--- config.mk ---
export PLATFORM = sky130hd
export DESIGN_NAME = tpu_sequencer
export DESIGN_NICKNAME = d
export VERILOG_FILES = /design/src/rtl/tpu_sequencer.sv
export SDC_FILE = /design/constraint.sdc
export NUM_CORES = 1
export LEC_CHECK = 0
export BUFFER_PORTS_ARGS = -buffer_cell sky130_fd_sc_hd__clkbuf_2
export CAP_MARGIN = 20
export CELL_PAD_IN_SITES_DETAIL_PLACEMENT = 0
export CELL_PAD_IN_SITES_GLOBAL_PLACEMENT = 2
export CORE_ASPECT_RATIO = 1.1
export CORE_MARGIN = 1.5
export CORE_UTILIZATION = 35
export DETAILED_ROUTE_END_ITERATION = 10
export HOLD_SLACK_MARGIN = 0.06
export PLACE_DENSITY_LB_ADDON = 0.25
export SLEW_MARGIN = 15
export SYNTH_ARGS = -nofsm -noshare
export SYNTH_HDL_FRONTEND = slang
export SYNTH_SLANG_ARGS = --single-unit
--- constraint.sdc ---
create_clock -name clk -period 2.72 [get_ports clk]
set_input_delay 0.136 -clock clk [delete_from_list [all_inputs] [get_ports clk]]
set_output_delay 0.136 -clock clk [all_outputs]
set_load 0.005 [all_outputs]
--- src/rtl/tpu_sequencer.sv ---
// Instruction sequencer for the systolic array: host-loaded imem, FETCH/EXEC FSM, timed strobes.
// Optional hardware LOOP instruction enabled by defining TPU_SEQ_LOOP_EN.
module tpu_sequencer #(
  parameter int INSTR_W        = 16,
  parameter int IMEM_DEPTH     = 8,
  parameter int PC_W           = $clog2(IMEM_DEPTH),
  parameter int COMPUTE_CYCLES = 4
) (
  input  logic               clk,
  input  logic               reset_n,
  input  logic               start,
  input  logic               imem_we,
  input  logic [PC_W-1:0]    imem_waddr,
  input  logic [INSTR_W-1:0] imem_wdata,
  output logic [INSTR_W-4:0] base_address,
  output logic               load_weight,
  output logic               load_input,
  output logic               valid,
  output logic               store,
  output logic               busy,
  output logic               done,
  output logic               err
);

  localparam int OP_W = INSTR_W - 3;
  localparam logic [2:0] OP_HALT = 3'b000, OP_LOAD_ADDR = 3'b001, OP_LOAD_WEIGHT = 3'b010,
                         OP_LOAD_INPUTS = 3'b011, OP_COMPUTE = 3'b100, OP_STORE = 3'b101,
                         OP_LOOP = 3'b110;

  typedef enum logic [1:0] {S_IDLE, S_FETCH, S_EXEC, S_DONE} state_t;

  state_t              state, next_state;
  logic [INSTR_W-1:0]  imem [IMEM_DEPTH];
  logic [INSTR_W-1:0]  instr, fetched;
  logic [PC_W-1:0]     pc, next_pc;
  logic [OP_W-1:0]     cycle_cnt, operand, f_operand, compute_len;
  logic [2:0]          op, f_op;
  logic                idle_like, exec_last, last_pc, illegal, abnormal, prog_end;
  logic                loop_taken, loop_fault;
  logic                lw_next, li_next, st_next, valid_next;

  assign fetched     = imem[pc];
  assign f_op        = fetched[INSTR_W-1 -: 3];
  assign f_operand   = fetched[OP_W-1:0];
  assign op          = instr[INSTR_W-1 -: 3];
  assign operand     = instr[OP_W-1:0];
  assign compute_len = (f_operand == '0) ? OP_W'(COMPUTE_CYCLES) : f_operand;
  assign idle_like   = (state == S_IDLE) || (state == S_DONE);
  assign exec_last   = (state == S_EXEC) && !((op == OP_COMPUTE) && (cycle_cnt != '0));
  assign last_pc     = (pc == PC_W'(IMEM_DEPTH - 1));

`ifdef TPU_SEQ_LOOP_EN
  logic [OP_W-PC_W-1:0] loop_cnt, loop_dec, loop_k;
  logic [PC_W-1:0]      loop_pc, loop_target;
  logic                 loop_active, is_loop;

  assign is_loop     = (op == OP_LOOP);
  assign loop_k      = operand[OP_W-1:PC_W];
  assign loop_target = operand[PC_W-1:0];
  assign loop_dec    = loop_cnt - 1'b1;
  // Only the LOOP that opened the active loop may close it; any other LOOP is a nesting fault.
  assign loop_fault  = is_loop && loop_active && (pc != loop_pc);
  assign loop_taken  = is_loop && !loop_fault &&
                       (loop_active ? (loop_dec != '0) : (loop_k != '0));
  assign illegal     = (op == 3'b111);
  assign next_pc     = loop_taken ? loop_target : pc + 1'b1;

  always_ff @(posedge clk or negedge reset_n) begin
    if (!reset_n) begin
      loop_cnt    <= '0;
      loop_active <= 1'b0;
      loop_pc     <= '0;
    end else if (idle_like && start) begin
      loop_active <= 1'b0;
    end else if ((state == S_EXEC) && is_loop && !loop_fault) begin
      if (!loop_active) begin
        loop_cnt    <= loop_k;
        loop_active <= (loop_k != '0);
        loop_pc     <= pc;
      end else begin
        loop_cnt    <= loop_dec;
        loop_active <= (loop_dec != '0);
      end
    end
  end
`else
  assign loop_taken = 1'b0;
  assign loop_fault = 1'b0;
  assign illegal    = (op == 3'b111) || (op == OP_LOOP);
  assign next_pc    = pc + 1'b1;
`endif

  assign abnormal = illegal || loop_fault || (last_pc && (op != OP_HALT) && !loop_taken);
  assign prog_end = (op == OP_HALT) || abnormal;

  always_ff @(posedge clk) begin
    if (imem_we && idle_like)
      imem[imem_waddr] <= imem_wdata;
  end

  always_ff @(posedge clk or negedge reset_n) begin
    if (!reset_n) state <= S_IDLE;
    else          state <= next_state;
  end

  always_comb begin
    next_state = state;
    case (state)
      S_IDLE:  if (start) next_state = S_FETCH;
      S_FETCH: next_state = S_EXEC;
      S_EXEC:  if (exec_last) next_state = prog_end ? S_DONE : S_FETCH;
      S_DONE:  if (start) next_state = S_FETCH;
      default: next_state = S_IDLE;
    endcase
  end

  // Strobe next-values are decoded one cycle early so the registered strobes line up with EXEC.
  always_comb begin
    lw_next    = (state == S_FETCH) && (f_op == OP_LOAD_WEIGHT);
    li_next    = (state == S_FETCH) && (f_op == OP_LOAD_INPUTS);
    st_next    = (state == S_FETCH) && (f_op == OP_STORE);
    valid_next = ((state == S_FETCH) && (f_op == OP_COMPUTE)) ||
                 ((state == S_EXEC) && (op == OP_COMPUTE) && (cycle_cnt != '0));
    busy       = (state == S_FETCH) || (state == S_EXEC);
    done       = (state == S_DONE);
  end

  always_ff @(posedge clk or negedge reset_n) begin
    if (!reset_n) begin
      pc           <= '0;
      instr        <= '0;
      cycle_cnt    <= '0;
      base_address <= '0;
      err          <= 1'b0;
      load_weight  <= 1'b0;
      load_input   <= 1'b0;
      store        <= 1'b0;
      valid        <= 1'b0;
    end else begin
      load_weight <= lw_next;
      load_input  <= li_next;
      store       <= st_next;
      valid       <= valid_next;
      case (state)
        S_IDLE, S_DONE: if (start) begin
          pc  <= '0;
          err <= 1'b0;
        end
        S_FETCH: begin
          instr <= fetched;
          if (f_op == OP_COMPUTE) cycle_cnt <= compute_len - 1'b1;
        end
        S_EXEC: begin
          if (op == OP_LOAD_ADDR) base_address <= operand;
          if (!exec_last)    cycle_cnt <= cycle_cnt - 1'b1;
          else if (prog_end) err       <= abnormal;
          else               pc        <= next_pc;
        end
        default: ;
      endcase
    end
  end

endmodule

==> results.md <==
* Post-layout util at 45.7%
* Cell variety after synth at 60
* Hold/Removal Path Class: in2reg
* Register area at 5150 um^2
* Lkg Pwr at 3.59 nW
* Sequential share of the synthesized area at 67.0%
* Final hold vios at 0
* Startpoint Class: register
* Post-synthesis mux area share at 15.4%
* Largest net degree at the start of global routing at 33
* R2R Setup Slk at -0.11 ns
* GPL Wtd Cong at 0.786
* Metal2 WL at 8.71 mm
* Capturing element type of the critical path: register
* I/O pin cnt at 43
* Via Count at 4448
* Adder-Cell Fraction of Synth Area at 1.14%
* First-pass GRT wire length at 25.8 mm
* Filler cell count at 1933
* Slew @ Worst Pin at 0.822 ns
* Final critical-path required period at 2.83 ns
* Final instance area at 9790 um^2
* CP Data Required Time at 3.02 ns
* Pwr Density at 924 nW/um^2
* Max cap viols at 0
* Initial core utilization at 35.8%
* Dpl cell area at 8700 um^2
* Worst Clk Skew at 0.0121 ns
* DIE AREA at 22900 um^2
* Crit Path Category: reg2reg
* Post-Synth XOR/XNOR Area at 1.03%
* GR Util All Layers at 15.5%
* Die Wd at 144 um
* Row Count at 56
* Largest family of logic cells by synthesized area: multiplexers
* Cell taking the most area after synthesis: edfxtp_1
* Number of setup violations in the final report at 9
* Post-DR wirelength/cell at 18.2 um
* Post-synth top cells: 128 x edfxtp_1, 52 x dfrtp_1, 34 x nand2_1
* Die Ht at 158 um
* TritonCTS buffer count at 17
* Rel. slew slack at 45.2%
* Hold Path Depth at 5
* Top routing layer used: met4
* Largest stage delay, worst path at 0.51 ns
* Number of synthesis warnings at 0
* Htree depth at 4
* Clk root buf: clkbuf_16
* Post-synthesis cell count at 474
* R2r endpoint: cycle_cnt[12]
* # diodes at 0
* Hold worst-path end: state[1]
* Wire length on met3 at 403 um
* Asr flop ratio synth at 28.9%
* Clock Latency Late Sink at 0.42 ns
* Core ar. at 21400 um^2
* Synth Cell Area at 7680 um^2
* Status: finished with violations
* Pre-antenna DRT Iters at 6
* Clock sink count at 180
* Worst reg2reg path startpoint: pc[0]
* Top_reg_cell synth: edfxtp_1
* Number of global-route vias before repair at 4440
* Area delta synth->final at 27.4%
* Post-Synth Simple-Gate Area at 7.96%
* Clock buffer depth at 2
* Count leader, synth: edfxtp_1
* Avg Cell Area, Syn at 16.2 um^2
* Max VDD drop at 0.479 mV
* Achievable Freq at 353 MHz
* Slowest cell on the critical path: mux4_2
* Nets at 646
* Initial drt markers at 381
* Total congestion overflow at 0
* Syn nets at 504
* CTS tree: built
* Post-synth EDFFs at 128
* Yosys top cell area share at 50.0%
* Hpwl dp at 10.8 mm
* Worst Reg-to-Reg Cells at 11
* Buffers on Ports at 42
* Clock-pin slew on the worst setup and hold paths at 0.07 ns
* Failing checks: negative setup slack
* #FFs+latches synth at 180
* Worst-path cell chain: buf_12, buf_4, mux4_2, mux2i_4, and3_4, nand3b_4, o21ai_4, buf_6, a2111oi_4, or3_1, o211a_1
* Fin. max-slew vios at 0
* Multi-input logic area at 2600 um^2
* Antenna violations before repair at 0
* M1 WL at 7.36 mm
* Post-route ant nets at 0
* Unrepaired setup endpoints after global routing: true
* WHS at 0.260 ns
* Dpl ws at -0.230 ns
* Largest cells by area after synthesis: edfxtp_1 50%, dfrtp_1 17%, mux4_2 6.4%
* # placed instances at 851
* Final Cycle Share at 104%
* Drt via density at 4.84
* Worst EP arrival at 3.13 ns
* Worst Path Max Fanout at 8
* Final std cells w/o fill at 919
* Fraction of layout cells with a size suffix above 1 at 39.7%
* HP Start: start
* Synth Area in Compound Gates at 5.16%
* DRC viols at 0
* Drt total wl at 16.8 mm
* PnR worst setup slack at -0.111 ns
-- repair_timing --
| action | 4_1_cts | 5_1_grt |
|---|---|---|
| endpoints found under the hold margin | 155 | 0 |
| pin swaps | 8 | 15 |
| resized for setup | 26 | 30 |
| hold buffers | 17 | 0 |
| setup buffers | 12 | 10 |
| setup endpoints to repair | 11 | 12 |
-- area by class of cell --
| cell class | count | share of cell area, % |
|---|---|---|
| clock buffer | 18 | 4.38 |
| tap | 290 | 3.71 |
| sequential | 180 | 52.6 |
| multi-input combinational | 263 | 26.5 |
| timing repair buffer | 144 | 11.3 |
| clock inverter | 14 | 1.09 |
| inverter | 10 | 0.383 |
-- placed cells by master, fill, tap and decap left out, types with 5 or more instances in the layout --
cell type / Yosys / routed
a21oi_1: 17 / 17
buf_4: 2 / 71
buf_6: 4 / 10
clkbuf_16: 0 / 17
clkbuf_2: 0 / 42
dfrtp_1: 52 / 50
dlygate4sd3_1: 0 / 17
edfxtp_1: 128 / 128
ha_1: 7 / 6
inv_1: 10 / 10
mux2_2: 19 / 19
mux2i_1: 18 / 14
mux4_1: 8 / 6
mux4_2: 22 / 24
nand2_1: 34 / 30
nand3_1: 10 / 8
nor2_1: 33 / 30
nor3_2: 1 / 6
o21ai_0: 10 / 6
or3_1: 5 / 5
xor2_1: 6 / 5
-- worst max-delay path, delay by kind of cell, from the launching register on --
family | cells | cell delay [ns]
buf+inv | 3 | 0.42
mux | 2 | 0.71
simple gates | 3 | 0.68
flops | 1 | 0.45
compound gates | 3 | 0.44
-- through the flow --
stage | power, mW | setup TNS, ns
2_1_floorplan | 5.33 | -0.0649
3_3_place_gp | 6.39 | -1.39
3_5_place_dp | 6.41 | -1.52
4_1_cts | 8.89 | -0.724
5_1_grt | 9.58 | -1.63
6_report | 9.05 | -0.523
-- flip-flops by register name (all words and copies together), names as in the netlist, 2 cells and up --
register,cells
cycle_cnt,13
state,2
imem,128
pc,3
instr,16
base_address,13
-- how the worst max path moves through the flow --
stage	start	endpoint	slack [ns]	depth (start not counted)
finish	pc[0]	cycle_cnt[12]	-0.11	11
global route	pc[0]	cycle_cnt[9]	-0.22	11
CTS	pc[0]	cycle_cnt[12]	-0.14	11
detailed placement	pc[0]	cycle_cnt[9]	-0.23	11
global placement	pc[1]	cycle_cnt[6]	-0.26	9
floorplan	pc[0]	cycle_cnt[10]	-0.03	10
-- cell families (layout without fill, tap and decap cells) --
kind of cell,Yosys count,count (layout)
AO/OA/AOI/OAI,54,54
XOR/XNOR,9,9
adder cells (fa/ha/maj),7,7
buffers and inverters,31,186
flip-flops,180,180
multiplexers,72,72
AND/OR/NAND/NOR,121,121
-- power by group --
group | switching [mW] | internal (mW)
sequential | 0.286 | 3.40
combinational | 1.58 | 1.54
clock | 1.06 | 1.18
-- routing by layer --
| layer | vias up | track usage (%) |
|---|---|---|
| met4 | 0 | 4.91 |
| met3 | 14 | 2.77 |
| met5 | - | 0 |
| li1 | 2119 | - |
| met1 | 2254 | 20.0 |
| met2 | 61 | 26.6 |
(Power assumes the default switching activity.)
